[src/rtl/manchester_frame_tx.sv]
// Manchester frame transmitter: preamble, SFD, payload and optional CRC-32 FCS, followed by an inter-frame gap.
// Optional FCS stage is compiled in with macro MANCHESTER_TX_FCS_EN.
module manchester_frame_tx #(
    parameter int PREAMBLE_BYTES = 7,
    parameter int IFG_CYCLES     = 192
) (
    input  logic       clk,
    input  logic       rst,
    input  logic [7:0] tx_data,
    input  logic       tx_valid,
    input  logic       tx_last,
    output logic       tx_ready,
    output logic       encoded,
    output logic       busy,
    output logic       frame_done,
    output logic       underrun
);

    localparam int BCNT_W = ($clog2(PREAMBLE_BYTES + 1) > 2) ? $clog2(PREAMBLE_BYTES + 1) : 2;
    localparam int GCNT_W = ($clog2(IFG_CYCLES + 1) > 1) ? $clog2(IFG_CYCLES + 1) : 1;
    localparam logic [BCNT_W-1:0] PRE_LAST = BCNT_W'(PREAMBLE_BYTES - 1);
    localparam logic [GCNT_W-1:0] GAP_LAST = GCNT_W'(IFG_CYCLES - 1);

    typedef enum logic [2:0] {
        ST_IDLE     = 3'd0,
        ST_PREAMBLE = 3'd1,
        ST_SFD      = 3'd2,
        ST_PAYLOAD  = 3'd3,
`ifdef MANCHESTER_TX_FCS_EN
        ST_FCS      = 3'd4,
`endif
        ST_GAP      = 3'd5
    } state_t;

    // bit 0 -> "10", bit 1 -> "01"; hcnt[0] selects the half
    function automatic logic manchester_half(input logic [7:0] data_byte, input logic [3:0] hcnt);
        return ~(data_byte[hcnt[3:1]] ^ hcnt[0]);
    endfunction

`ifdef MANCHESTER_TX_FCS_EN
    function automatic logic [31:0] crc32_byte(input logic [31:0] crc_in, input logic [7:0] data_byte);
        logic [31:0] c;
        c = crc_in ^ {24'h000000, data_byte};
        for (int i = 0; i < 8; i++) begin
            c = c[0] ? ((c >> 1) ^ 32'hEDB88320) : (c >> 1);
        end
        return c;
    endfunction

    logic [31:0] crc_q, crc_d, fcs_s;
`endif

    state_t              state_q, state_d;
    logic [3:0]          hcnt_q, hcnt_d;
    logic [BCNT_W-1:0]   bcnt_q, bcnt_d;
    logic [GCNT_W-1:0]   gcnt_q, gcnt_d;
    logic [7:0]          hold_data_q, hold_data_d;
    logic                hold_last_q, hold_last_d;
    logic                tx_ready_q, tx_ready_d;
    logic                encoded_q, encoded_d;
    logic                busy_q, busy_d;
    logic                frame_done_q, frame_done_d;
    logic                underrun_q, underrun_d;
    logic                accept_s, byte_end_s, line_on_s;
    logic [7:0]          cur_byte_s;

    assign tx_ready   = tx_ready_q;
    assign encoded    = encoded_q;
    assign busy       = busy_q;
    assign frame_done = frame_done_q;
    assign underrun   = underrun_q;

    // Next-state, counter and hold-register logic
    always_comb begin
        state_d     = state_q;
        hcnt_d      = hcnt_q;
        bcnt_d      = bcnt_q;
        gcnt_d      = gcnt_q;
        hold_data_d = hold_data_q;
        hold_last_d = hold_last_q;
        underrun_d  = 1'b0;
`ifdef MANCHESTER_TX_FCS_EN
        crc_d       = crc_q;
`endif
        accept_s    = tx_valid && tx_ready_q;
        byte_end_s  = (hcnt_q == 4'd15);
        case (state_q)
            ST_IDLE: begin
                hcnt_d = 4'd0;
                bcnt_d = '0;
                gcnt_d = '0;
                if (accept_s) begin
                    hold_data_d = tx_data;
                    hold_last_d = tx_last;
                    state_d     = ST_PREAMBLE;
`ifdef MANCHESTER_TX_FCS_EN
                    crc_d       = 32'hFFFFFFFF;
`endif
                end else begin
                    state_d = ST_IDLE;
                end
            end
            ST_PREAMBLE: begin
                hcnt_d = hcnt_q + 4'd1;
                if (byte_end_s && (bcnt_q == PRE_LAST)) begin
                    bcnt_d  = '0;
                    state_d = ST_SFD;
                end else if (byte_end_s) begin
                    bcnt_d = bcnt_q + BCNT_W'(1);
                end else begin
                    bcnt_d = bcnt_q;
                end
            end
            ST_SFD: begin
                hcnt_d = hcnt_q + 4'd1;
                if (byte_end_s) begin
                    state_d = ST_PAYLOAD;
                end else begin
                    state_d = ST_SFD;
                end
            end
            ST_PAYLOAD: begin
                hcnt_d = hcnt_q + 4'd1;
                if (byte_end_s) begin
`ifdef MANCHESTER_TX_FCS_EN
                    crc_d = crc32_byte(crc_q, hold_data_q);
`endif
                    if (hold_last_q) begin
`ifdef MANCHESTER_TX_FCS_EN
                        bcnt_d  = '0;
                        state_d = ST_FCS;
`else
                        gcnt_d  = '0;
                        state_d = ST_GAP;
`endif
                    end else if (accept_s) begin
                        hold_data_d = tx_data;
                        hold_last_d = tx_last;
                    end else begin
                        gcnt_d     = '0;
                        underrun_d = 1'b1;
                        state_d    = ST_GAP;
                    end
                end else begin
                    state_d = ST_PAYLOAD;
                end
            end
`ifdef MANCHESTER_TX_FCS_EN
            ST_FCS: begin
                hcnt_d = hcnt_q + 4'd1;
                if (byte_end_s && (bcnt_q[1:0] == 2'd3)) begin
                    gcnt_d  = '0;
                    state_d = ST_GAP;
                end else if (byte_end_s) begin
                    bcnt_d = bcnt_q + BCNT_W'(1);
                end else begin
                    bcnt_d = bcnt_q;
                end
            end
`endif
            ST_GAP: begin
                hcnt_d = 4'd0;
                if (gcnt_q == GAP_LAST) begin
                    gcnt_d  = '0;
                    state_d = ST_IDLE;
                end else begin
                    gcnt_d = gcnt_q + GCNT_W'(1);
                end
            end
            default: begin
                state_d = ST_IDLE;
            end
        endcase
    end

    // Outputs are derived from next-state values so the registered line lines up with the state
    always_comb begin
        cur_byte_s = 8'h00;
        line_on_s  = 1'b1;
`ifdef MANCHESTER_TX_FCS_EN
        fcs_s      = ~crc_d;
`endif
        case (state_d)
            ST_PREAMBLE: cur_byte_s = 8'h55;
            ST_SFD:      cur_byte_s = 8'hD5;
            ST_PAYLOAD:  cur_byte_s = hold_data_d;
`ifdef MANCHESTER_TX_FCS_EN
            ST_FCS: begin
                case (bcnt_d[1:0])
                    2'd0:    cur_byte_s = fcs_s[7:0];
                    2'd1:    cur_byte_s = fcs_s[15:8];
                    2'd2:    cur_byte_s = fcs_s[23:16];
                    default: cur_byte_s = fcs_s[31:24];
                endcase
            end
`endif
            default:     line_on_s  = 1'b0;
        endcase
        encoded_d  = line_on_s ? manchester_half(cur_byte_s, hcnt_d) : 1'b0;
        tx_ready_d = (state_d == ST_IDLE) ||
                     ((state_d == ST_PAYLOAD) && (hcnt_d == 4'd15) && !hold_last_d);
        busy_d     = (state_d != ST_IDLE);
`ifdef MANCHESTER_TX_FCS_EN
        frame_done_d = (state_d == ST_FCS) && (hcnt_d == 4'd15) && (bcnt_d[1:0] == 2'd3);
`else
        frame_done_d = (state_d == ST_PAYLOAD) && (hcnt_d == 4'd15) && hold_last_d;
`endif
    end

    // State, counters, hold register and registered outputs
    always_ff @(posedge clk) begin
        if (rst) begin
            state_q      <= ST_IDLE;
            hcnt_q       <= 4'd0;
            bcnt_q       <= '0;
            gcnt_q       <= '0;
            hold_data_q  <= 8'h00;
            hold_last_q  <= 1'b0;
            tx_ready_q   <= 1'b1;
            encoded_q    <= 1'b0;
            busy_q       <= 1'b0;
            frame_done_q <= 1'b0;
            underrun_q   <= 1'b0;
`ifdef MANCHESTER_TX_FCS_EN
            crc_q        <= 32'hFFFFFFFF;
`endif
        end else begin
            state_q      <= state_d;
            hcnt_q       <= hcnt_d;
            bcnt_q       <= bcnt_d;
            gcnt_q       <= gcnt_d;
            hold_data_q  <= hold_data_d;
            hold_last_q  <= hold_last_d;
            tx_ready_q   <= tx_ready_d;
            encoded_q    <= encoded_d;
            busy_q       <= busy_d;
            frame_done_q <= frame_done_d;
            underrun_q   <= underrun_d;
`ifdef MANCHESTER_TX_FCS_EN
            crc_q        <= crc_d;
`endif
        end
    end

endmodule

[config.mk]
export PLATFORM = sky130hd
export DESIGN_NAME = manchester_frame_tx
export DESIGN_NICKNAME = d
export VERILOG_FILES = /design/src/rtl/manchester_frame_tx.sv
export SDC_FILE = /design/constraint.sdc
export NUM_CORES = 1
export LEC_CHECK = 0
export BUFFER_PORTS_ARGS = -buffer_cell sky130_fd_sc_hd__buf_2
export CAP_MARGIN = 20
export CELL_PAD_IN_SITES_DETAIL_PLACEMENT = 0
export CELL_PAD_IN_SITES_GLOBAL_PLACEMENT = 2
export CORE_MARGIN = 4
export CORE_UTILIZATION = 39
export DETAILED_ROUTE_END_ITERATION = 7
export PLACE_DENSITY_LB_ADDON = 0.1
export SYNTH_ARGS = -nofsm -noshare
export SYNTH_HDL_FRONTEND = slang
export SYNTH_SLANG_ARGS = --single-unit
[constraint.sdc]
create_clock -name clk -period 6.2 [get_ports clk]
set_clock_uncertainty 0.15 [all_clocks]
set_input_delay 0.93 -clock clk [delete_from_list [all_inputs] [get_ports clk]]
set_output_delay 0.93 -clock clk [all_outputs]
set_load 0.01 [all_outputs]
## Word level (Yosys, flattened, before mapping)

Index checks and enable logic that the tools add are counted.

- Magnitude comparators: 1
- Bitwise operators: 5
- Add/subtract/negate cells: 3
- Reductions and logical operators: 19
- Eq/ne operators: 14
- Multiplexer cells: 31

Operators with widths:

| operator | number |
|---|---|
| $mux 8 | 7 |
| $pmux 8 s3 | 2 |
| $mux 3 | 7 |
| $pmux 8 s2 | 1 |
| $pmux 3 s5 | 1 |
| $eq 3x2->1 const B | 4 |
| $mux 1 | 9 |
| $add 8x1->8 const B | 1 |
| $eq 4x4->1 const B | 2 |
| $eq 8x8->1 const B | 1 |
| $pmux 4 s2 | 1 |
| $eq 3x1->1 const B | 2 |
| $eq 3x3->1 const B | 2 |
| $logic_not 3->1 | 2 |
| $ne 3x3->1 const B | 2 |
| $pmux 3 s2 | 1 |
| $reduce_bool 3->1 | 2 |
| $reduce_or 3->1 | 2 |
| $logic_and 1x1->1 | 5 |
| $add 4x1->4 const B | 1 |
| $lt 3x4->1 const B | 1 |
| $not 1->1 | 4 |
| $reduce_or 2->1 | 2 |
| $reduce_or 4->1 | 1 |
| other kinds (10) | 10 |

- Bits of input ports: 12
- Logic and storage cells: 84
- Output and inout port bits: 5
- Register bits: 32

## Logic depth before layout (Yosys ltp)

Gate-level depths: netlist of the first run.

- Word-level depth: 11
- Mapped depth: 10
- Mapped depth without buffers: 8

## Least setup slack after synthesis of the first run

No wires, ideal clock.

- Path type: input to register
- From: in tx_valid
- To: reg encoded_q (netlist: encoded)
- Library setup time: 0.127 ns
- Required time: 5.923 ns
- Slack: 3.336 ns
- Cell stages on the path: 8
- Path buffers: 1
- Arrival time: 2.587 ns
- Cell sequence: nand3b_1 -> and3_1 -> or3_4 -> buf_6 -> o41ai_2 -> a32oi_1 -> mux2i_1 -> or3b_1

- Longest elaborated chain between the ends: 11
- Elaborated cells on any way between the ends: 22
- Classes of those cells: eq/ne (3); mux (13); bitwise (3); reduce/logical (3)

Ends and longest elaborated chain:

| what | RTL line | RTL |
|---|---|---|
| start, declared | 10 | `input logic tx_valid,` |
| $logic_and 1x1->1 (*) | 85 | `accept_s = tx_valid && tx_ready_q;` |
| $mux 3 | 136 | `end else if (accept_s) begin` |
| $mux 3 | 128 | `if (hold_last_q) begin` |
| $mux 3 | 124 | `if (byte_end_s) begin` |
| $pmux 3 s5 | 87 | `case (state_q)` |
| $eq 3x2->1 / $eq 3x1->1 (equally long branches) | 183 | `case (state_d)` |
| $pmux 8 s3 | 183 |  |
| $bmux 1 s3 | 37 | `return ~(data_byte[hcnt[3:1]] ^ hcnt[0]);` |
| $mux 1 (implied by the code) | 37 |  |
| $xor 1x1->1 | 37 |  |
| $not 1->1 | 37 |  |
| end signal, assigned | 235 | `encoded_q <= encoded_d;` |
| end, declared | 60 | `logic encoded_q, encoded_d;` |

Mark *: on every way between the ends. The rest lies on a longest branch, timed or not. The select of a mux whose other input is x is not followed.
A chain may end at the register's enable or synchronous reset.

## Worst setup path after layout of the first run

- From: reg state_q[1]
- To: reg encoded_q (netlist: encoded)

- Longest elaborated chain between the ends: 10
- Elaborated cells on any way between the ends: 27
- Classes of those cells: eq/ne (7); mux (12); bitwise (3); reduce/logical (5)

Ends and longest elaborated chain:

| what | RTL line | RTL |
|---|---|---|
| start, declared | 53 | `state_t state_q, state_d;` |
| start signal, assigned | 228 | `state_q <= state_d;` |
| $mux 3 | 136 |  |
| $mux 3 | 128 |  |
| $mux 3 | 124 |  |
| $pmux 3 s5 | 87 |  |
| $eq 3x2->1 / $eq 3x1->1 (equally long branches) | 183 |  |
| $pmux 8 s3 | 183 |  |
| $bmux 1 s3 | 37 |  |
| $mux 1 (implied by the code) | 37 |  |
| $xor 1x1->1 | 37 |  |
| $not 1->1 | 37 |  |

Several ways; a longest one is shown, not always the timed one. The select of a mux whose other input is x is not followed.

==> impl_metrics.csv, run 1 <==
group,metric,value,unit
clock_tree,cts_setup_buffers,0,
finish,fin_cells,311,
finish,utilization,0.447,
placement,io_buffers,16,
critical_path,worstSetupPathType,"reg -> reg",
placement,place_inst,303,
synth,syn_nets,251,
grt,grt_pass1_wl,8.02,mm
timing,fmax,289,MHz
power_and_ir_drop,swShare,0.268,
timing,hold_viol,0,
power_and_ir_drop,p_clk_frac,0.399,
placement,place_area,2060,µm²
placement,dp_hpwl,3.40,mm
power_and_ir_drop,power_switching,135,µW
synth,ys_ff_latch,32,
synth,syn_inst,235,
critical_path,endpoint,"encoded$_SDFF_PP0_",
grt,antenna_found_initial,0,
clock_tree,cts_made_buffers,5,
synth,synthArstFlopShare,0,
timing,setup_violations,0,
critical_path,cp_data_required_time,6.22,ns
worst_hold_path,min_path_type,"reg -> reg",
timing,setup_ws,2.74,ns
synth,yosysSeqAreaShare,0.319,
synth,yosys_warnings,0,
placement,gp_congestion,0.789,
synth,synth_area_per_cell,8.53,µm²
route,drt_iter0_markers,113,
critical_path,crit_arrival,3.49,ns
critical_path,reg2reg_depth,7,
grt,grt_pass1_vias,1739,
route,via_per_inst,5.55,
critical_path,cpMaxStageDelayCell,"dfxtp_1",
power_and_ir_drop,peakVddDrop,79.8,µV
clock_tree,cts_resized,0,
power_and_ir_drop,pwr-share-seq,0.448,
power_and_ir_drop,internal-power,368,µW
route,final_antenna_net_count,0,
synth,syn_area,2010,µm²
timing,slew_violations,0,
clock_tree,cts_tree,"yes",
power_and_ir_drop,power_frac_comb,0.153,
floorplan,core,4850,µm²
critical_path,crit_path_max_fanout,29,
clock_tree,clock_latency,0.29,ns
finish,drive_gt1_frac,0.180,
route,drc,0,
finish,final_net_count,259,
timing,rsz0062_at_grt,"no",
grt,grt_usage,0.162,
placement,pre_cts_ws,2.77,ns
floorplan,io_pins,17,
timing,fin_tns_setup,0,ns
timing,tightest_slew,0.935,ns
synth,synth_top_cell_by_area,"dfxtp_1",
finish,syn_to_final_growth,8.17,%
clock_tree,hold_buffers,0,
clock_tree,htree_levels,2,
synth,synth_area_leaders,"dfxtp_1 32%, nor2_1 6.0%, a21oi_1 4.2%",
route,via_count,1725,
critical_path,cp-end-kind,"flip-flop",
floorplan,die_x,79.7,µm
clock_tree,clockRootBuffer,"clkbuf_8",
synth,synth.distinct_cells,56,
critical_path,reg2reg_from,"state_q[1]$_SDFF_PP0_",
floorplan,row_count,25,
synth,synth_edf_count,0,
synth,synthFlopType,"dfxtp_1",
clock_tree,clk_path_buf_depth,2,
route,drt_wl_total,4.74,mm
floorplan,die_area,6350,µm²
critical_path,crit_path_start_kind,"flip-flop",
floorplan,die_h,79.7,µm
flow_run,cap_violations,0,
timing,period_needed,3.46,ns
synth,netlist_top_cells_count,"32 x dfxtp_1, 32 x nor2_1, 17 x a21oi_1, 15 x o21ai_0, 13 x nand3_1",
route,routedWlPerCell,15.2,µm
critical_path,crit_chain,"nor2b_1, a21oi_1, nor3_2, nor3_1, o31a_1, o2111ai_1, or3b_1",
status,status,"completed",
clock_tree,clkSinkCount,32,
power_and_ir_drop,finalPower,503,µW
grt,grt_start_max_net_pins,30,
route,dr.pass1.iters,4,
critical_path,crit_path_start,"state_q[1]$_SDFF_PP0_",
grt,grt-ovfl-total,0,
synth,netlist.area_leader.share,0.319,
critical_path,reg2reg_to,"encoded$_SDFF_PP0_",
critical_path,max_stage_delay,0.91,ns
timing,whs,0.342,ns
timing,relSlewSlack,0.375,
clock_tree,clk_pin_slew,0.07,ns
power_and_ir_drop,cellPowerDensity,232,nW/µm²
timing,fin_crit_sh,0.559,
power_and_ir_drop,leakagePower,0.864,nW
finish,final_cell_area,2170,µm²
critical_path,r2r_slack,2.74,ns
floorplan,initial_core_util,0.414,
finish,diodes,0,
-- flip-flops by register name, indices dropped and copies added, names as in the netlist --
register	flops
bcnt_q	3
busy	1
encoded	1
frame_done	1
gcnt_q	8
hcnt_q	4
hold_data_q	8
hold_last_q	1
state_q	3
tx_ready	1
underrun	1
-- power by group through the flow --
stage | sequential [mW] | combinational, mW | clock [mW]
6_report | 0.225 | 0.0770 | 0.200
3_5_place_dp | 0.230 | 0.0770 | 0
5_1_grt | 0.227 | 0.0861 | 0.217
4_1_cts | 0.225 | 0.0776 | 0.208
3_3_place_gp | 0.229 | 0.0750 | 0
2_1_floorplan | 0.225 | 0.0642 | 0
-- cells by family (layout without fill, tap and decap cells) --
family / after synthesis / count (layout) / share of synthesized area
flops: 32 / 32 / 0.319
fa+ha+maj: 4 / 4 / 0.0250
simple gates: 110 / 110 / 0.330
mux: 10 / 10 / 0.0586
compound gates: 53 / 53 / 0.170
buf+inv: 17 / 26 / 0.0574
xor+xnor: 9 / 9 / 0.0393
-- cell usage in the layout, fill, tap and decap left out, drive strengths merged, types with 2 or more instances in the layout --
cell,netlist,layout
a32oi,2,2
dfxtp,32,32
nand4b,3,3
nand3,13,13
or3b,2,2
nor3b,8,8
nor2b,5,5
o21a,3,3
o21ai,17,17
mux2,8,8
a211oi,2,2
nor2,32,32
or3,2,2
buf,12,16
a21oi,17,17
and4,8,8
and3,5,5
nor4,3,3
mux2i,2,2
clkbuf,3,6
o41ai,2,2
inv,2,2
or2,3,3
xnor2,3,3
and2,2,2
ha,4,4
nand2,3,3
xor2,6,6
nand3b,2,2
nor3,14,14
-- worst max-delay path, delay by kind of cell, from the launching register on --
family,cells,cell delay [ns]
AND/OR/NAND/NOR,4,1.57
AO/OA/AOI/OAI,3,0.70
flip-flops,1,0.91
-- layout make-up --
class	count	area, µm²
fillers	509	2680
multi-input cells	186	1250
flip-flops and latches	32	641
well taps	67	83.8
repair buffers	16	80.1
clock buffers	6	72.6
clock inverters	2	35.0
inverters	2	7.51
-- layer usage --
metal	track usage	wire length, µm	vias to the layer above
li1	-	-	882
met1	0.195	2180	811
met2	0.272	2320	22
met3	0.0361	144	10
met4	0.0722	91	0
met5	0	0	-
-- worst min path at each step --
stage	depth (start not counted)	start	to
5_1_grt	1	hold_last_q$_SDFF_PP0_	underrun$_SDFF_PP0_
3_5_place_dp	1	hold_last_q$_SDFF_PP0_	underrun$_SDFF_PP0_
6_report	1	hold_last_q$_SDFF_PP0_	underrun$_SDFF_PP0_
4_1_cts	1	hold_last_q$_SDFF_PP0_	underrun$_SDFF_PP0_
2_1_floorplan	1	hold_last_q$_SDFF_PP0_	underrun$_SDFF_PP0_
3_3_place_gp	2	gcnt_q[2]$_SDFFE_PP0P_	gcnt_q[2]$_SDFFE_PP0P_
Power figures use the tool's default switching activity.
==> inputs of run 2 (changes only) <==
- CORE_UTILIZATION: 39 -> 33
- clock period: 6.2 -> 2.8 ns (I/O delays scaled with it)
==> run 2 against run 1 <==
  * Worst hold slack worse by 0.072 ns
  * Sequential power up 120%
  * Clock power up 130%
  * Cell count up 9.3%
  * Setup slack worse by 2.6 ns
  * Critical path depth up 1
  * Core utilization down 4.5 points
  * Wire length up 12%
  * Non-clock buffer count up 21
  * Total power up 130%
  * Via count up 5.1%
  * Critical path type unchanged
  * Largest power group unchanged
==> impl_metrics.csv, run 2 (synthesis results as in run 1) <==
group,metric,value,unit
status,status,"completed",
flow_run,cap_violations,0,
route,drt_iter0_markers,84,
route,drc,0,
clock_tree,hold_buffers,0,
clock_tree,cts_tree,"yes",
grt,antenna_found_initial,0,
finish,final_cell_mix,"32 x nor2_1, 31 x dfxtp_1, 21 x buf_4, 17 x a21oi_1, 16 x buf_2",
floorplan,row_count,28,
critical_path,crit_path_start_kind,"flip-flop",
timing,fin_crit_sh,0.948,
floorplan,initial_core_util,0.339,
clock_tree,clk_pin_slew,0.08,ns
route,via_count,1813,
clock_tree,clockRootBuffer,"clkbuf_8",
floorplan,core,5920,µm²
grt,grt-ovfl-total,0,
clock_tree,clock_latency,0.29,ns
clock_tree,clkSinkCount,32,
placement,pre_cts_ws,0.0292,ns
critical_path,worstSetupPathType,"reg -> reg",
timing,slew_violations,0,
power_and_ir_drop,cellPowerDensity,482,nW/µm²
critical_path,reg2reg_to,"encoded$_SDFF_PP0_",
route,via_per_inst,5.33,
grt,grt_pass1_wl,9.25,mm
critical_path,reg2reg_from,"hcnt_q[1]$_SDFF_PP0_",
grt,grt_pass1_vias,1823,
timing,hold_viol,0,
timing,setup_violations,0,
critical_path,crit_arrival,2.68,ns
finish,final_net_count,280,
timing,period_needed,2.65,ns
placement,io_buffers,16,
critical_path,endpoint,"encoded$_SDFF_PP0_",
worst_hold_path,min_path_type,"in -> reg",
power_and_ir_drop,leakagePower,0.995,nW
timing,fmax,377,MHz
critical_path,crit_path_max_fanout,8,
floorplan,die_x,86.0,µm
critical_path,cp_data_required_time,2.82,ns
route,final_antenna_net_count,0,
finish,diodes,0,
finish,syn_to_final_growth,18.9,%
finish,drive_gt1_frac,0.272,
floorplan,io_pins,17,
timing,whs,0.270,ns
floorplan,die_h,86.0,µm
clock_tree,htree_levels,2,
critical_path,cp-end-kind,"flip-flop",
critical_path,crit_path_start,"hcnt_q[1]$_SDFF_PP0_",
clock_tree,cts_made_buffers,5,
timing,tightest_slew,0.652,ns
finish,layout_commonest_cell,"nor2_1",
critical_path,reg2reg_depth,8,
clock_tree,clk_path_buf_depth,2,
timing,setup_ws,0.146,ns
finish,top_regs,"gcnt_q x8, hold_data_q x8, hcnt_q x4",
grt,grt_start_max_net_pins,17,
placement,gp_congestion,0.781,
route,routedWlPerCell,15.7,µm
grt,grt_usage,0.158,
power_and_ir_drop,peakVddDrop,201,µV
timing,relSlewSlack,0.565,
placement,dp_hpwl,3.89,mm
floorplan,die_area,7390,µm²
route,dr.pass1.iters,4,
critical_path,r2r_slack,0.15,ns
route,drt_wl_total,5.32,mm
run 2: changes by cell type in the layout (fill, tap and decap cells not counted), sizes merged:
cell / delta
buf: +21
clkinvlp: +1
clkbuf: -1
run 2: final cells by class:
type / count / area [µm²]
clock buffer: 5 / 68.8
clock inverter: 3 / 42.5
fill: 611 / 3540
inverter: 2 / 7.51
multi-input combinational: 186 / 1290
sequential: 32 / 642
tap: 75 / 93.8
timing repair buffer: 37 / 238
run 2: worst max-delay path: stages, from the launching register on:
cell,delay (ns)
dfxtp_1,0.36
ha_2,0.22
and3_4,0.21
a41oi_1,0.15
or3_4,0.47
o41ai_4,0.33
a32oi_1,0.16
mux2i_1,0.13
or3b_1,0.38
run 2: metrics by stage:
stage / cells / util / instance area (µm²) / power [mW] / setup TNS, ns
after floorplan: 235 / - / 2010 / 0.641 / 0
after global placement: 329 / 0.373 / 2210 / 0.702 / 0
after detailed placement: 329 / 0.373 / 2210 / 0.702 / 0
after CTS: 337 / 0.392 / 2320 / 1.16 / 0
after global routing: 340 / 0.403 / 2380 / 1.22 / -0.00494
final: 340 / 0.403 / 2380 / 1.15 / 0
run 2: what timing repair did:
item | 4_1_cts | 5_1_grt
gates resized for setup | 0 | 8
buffers inserted | 0 | 3
endpoints found under the setup margin | 0 | 1
endpoints found under the hold margin | 0 | 0
run 2: worst min-delay path by stage:
stage | from | endpoint | slack (ns) | depth (start not counted)
finish | tx_data[2] | hold_data_q[2]$_SDFF_PP0_ | 0.27 | 3
global route | tx_data[2] | hold_data_q[2]$_SDFF_PP0_ | 0.30 | 3
CTS | tx_data[2] | hold_data_q[2]$_SDFF_PP0_ | 0.27 | 3
detailed placement | gcnt_q[7]$_SDFFE_PP0P_ | gcnt_q[7]$_SDFFE_PP0P_ | 0.35 | 2
global placement | gcnt_q[2]$_SDFFE_PP0P_ | gcnt_q[2]$_SDFFE_PP0P_ | 0.35 | 2
floorplan | hold_last_q$_SDFF_PP0_ | underrun$_SDFF_PP0_ | 0.30 | 1
run 2: metal layers:
metal / global-route usage / up-vias / wire (µm)
met5: 0 / - / 0
met4: 0.0619 / 0 / 93
met3: 0.0259 / 8 / 131
met2: 0.259 / 23 / 2560
met1: 0.207 / 862 / 2540
li1: - / 920 / -
run 2: report_power, final:
part	internal [mW]	switching [mW]	total, mW	leakage [nW]
registers	0.477	0.0153	0.492	0.261
logic	0.0927	0.113	0.205	0.680
clock network	0.263	0.189	0.453	0.0541
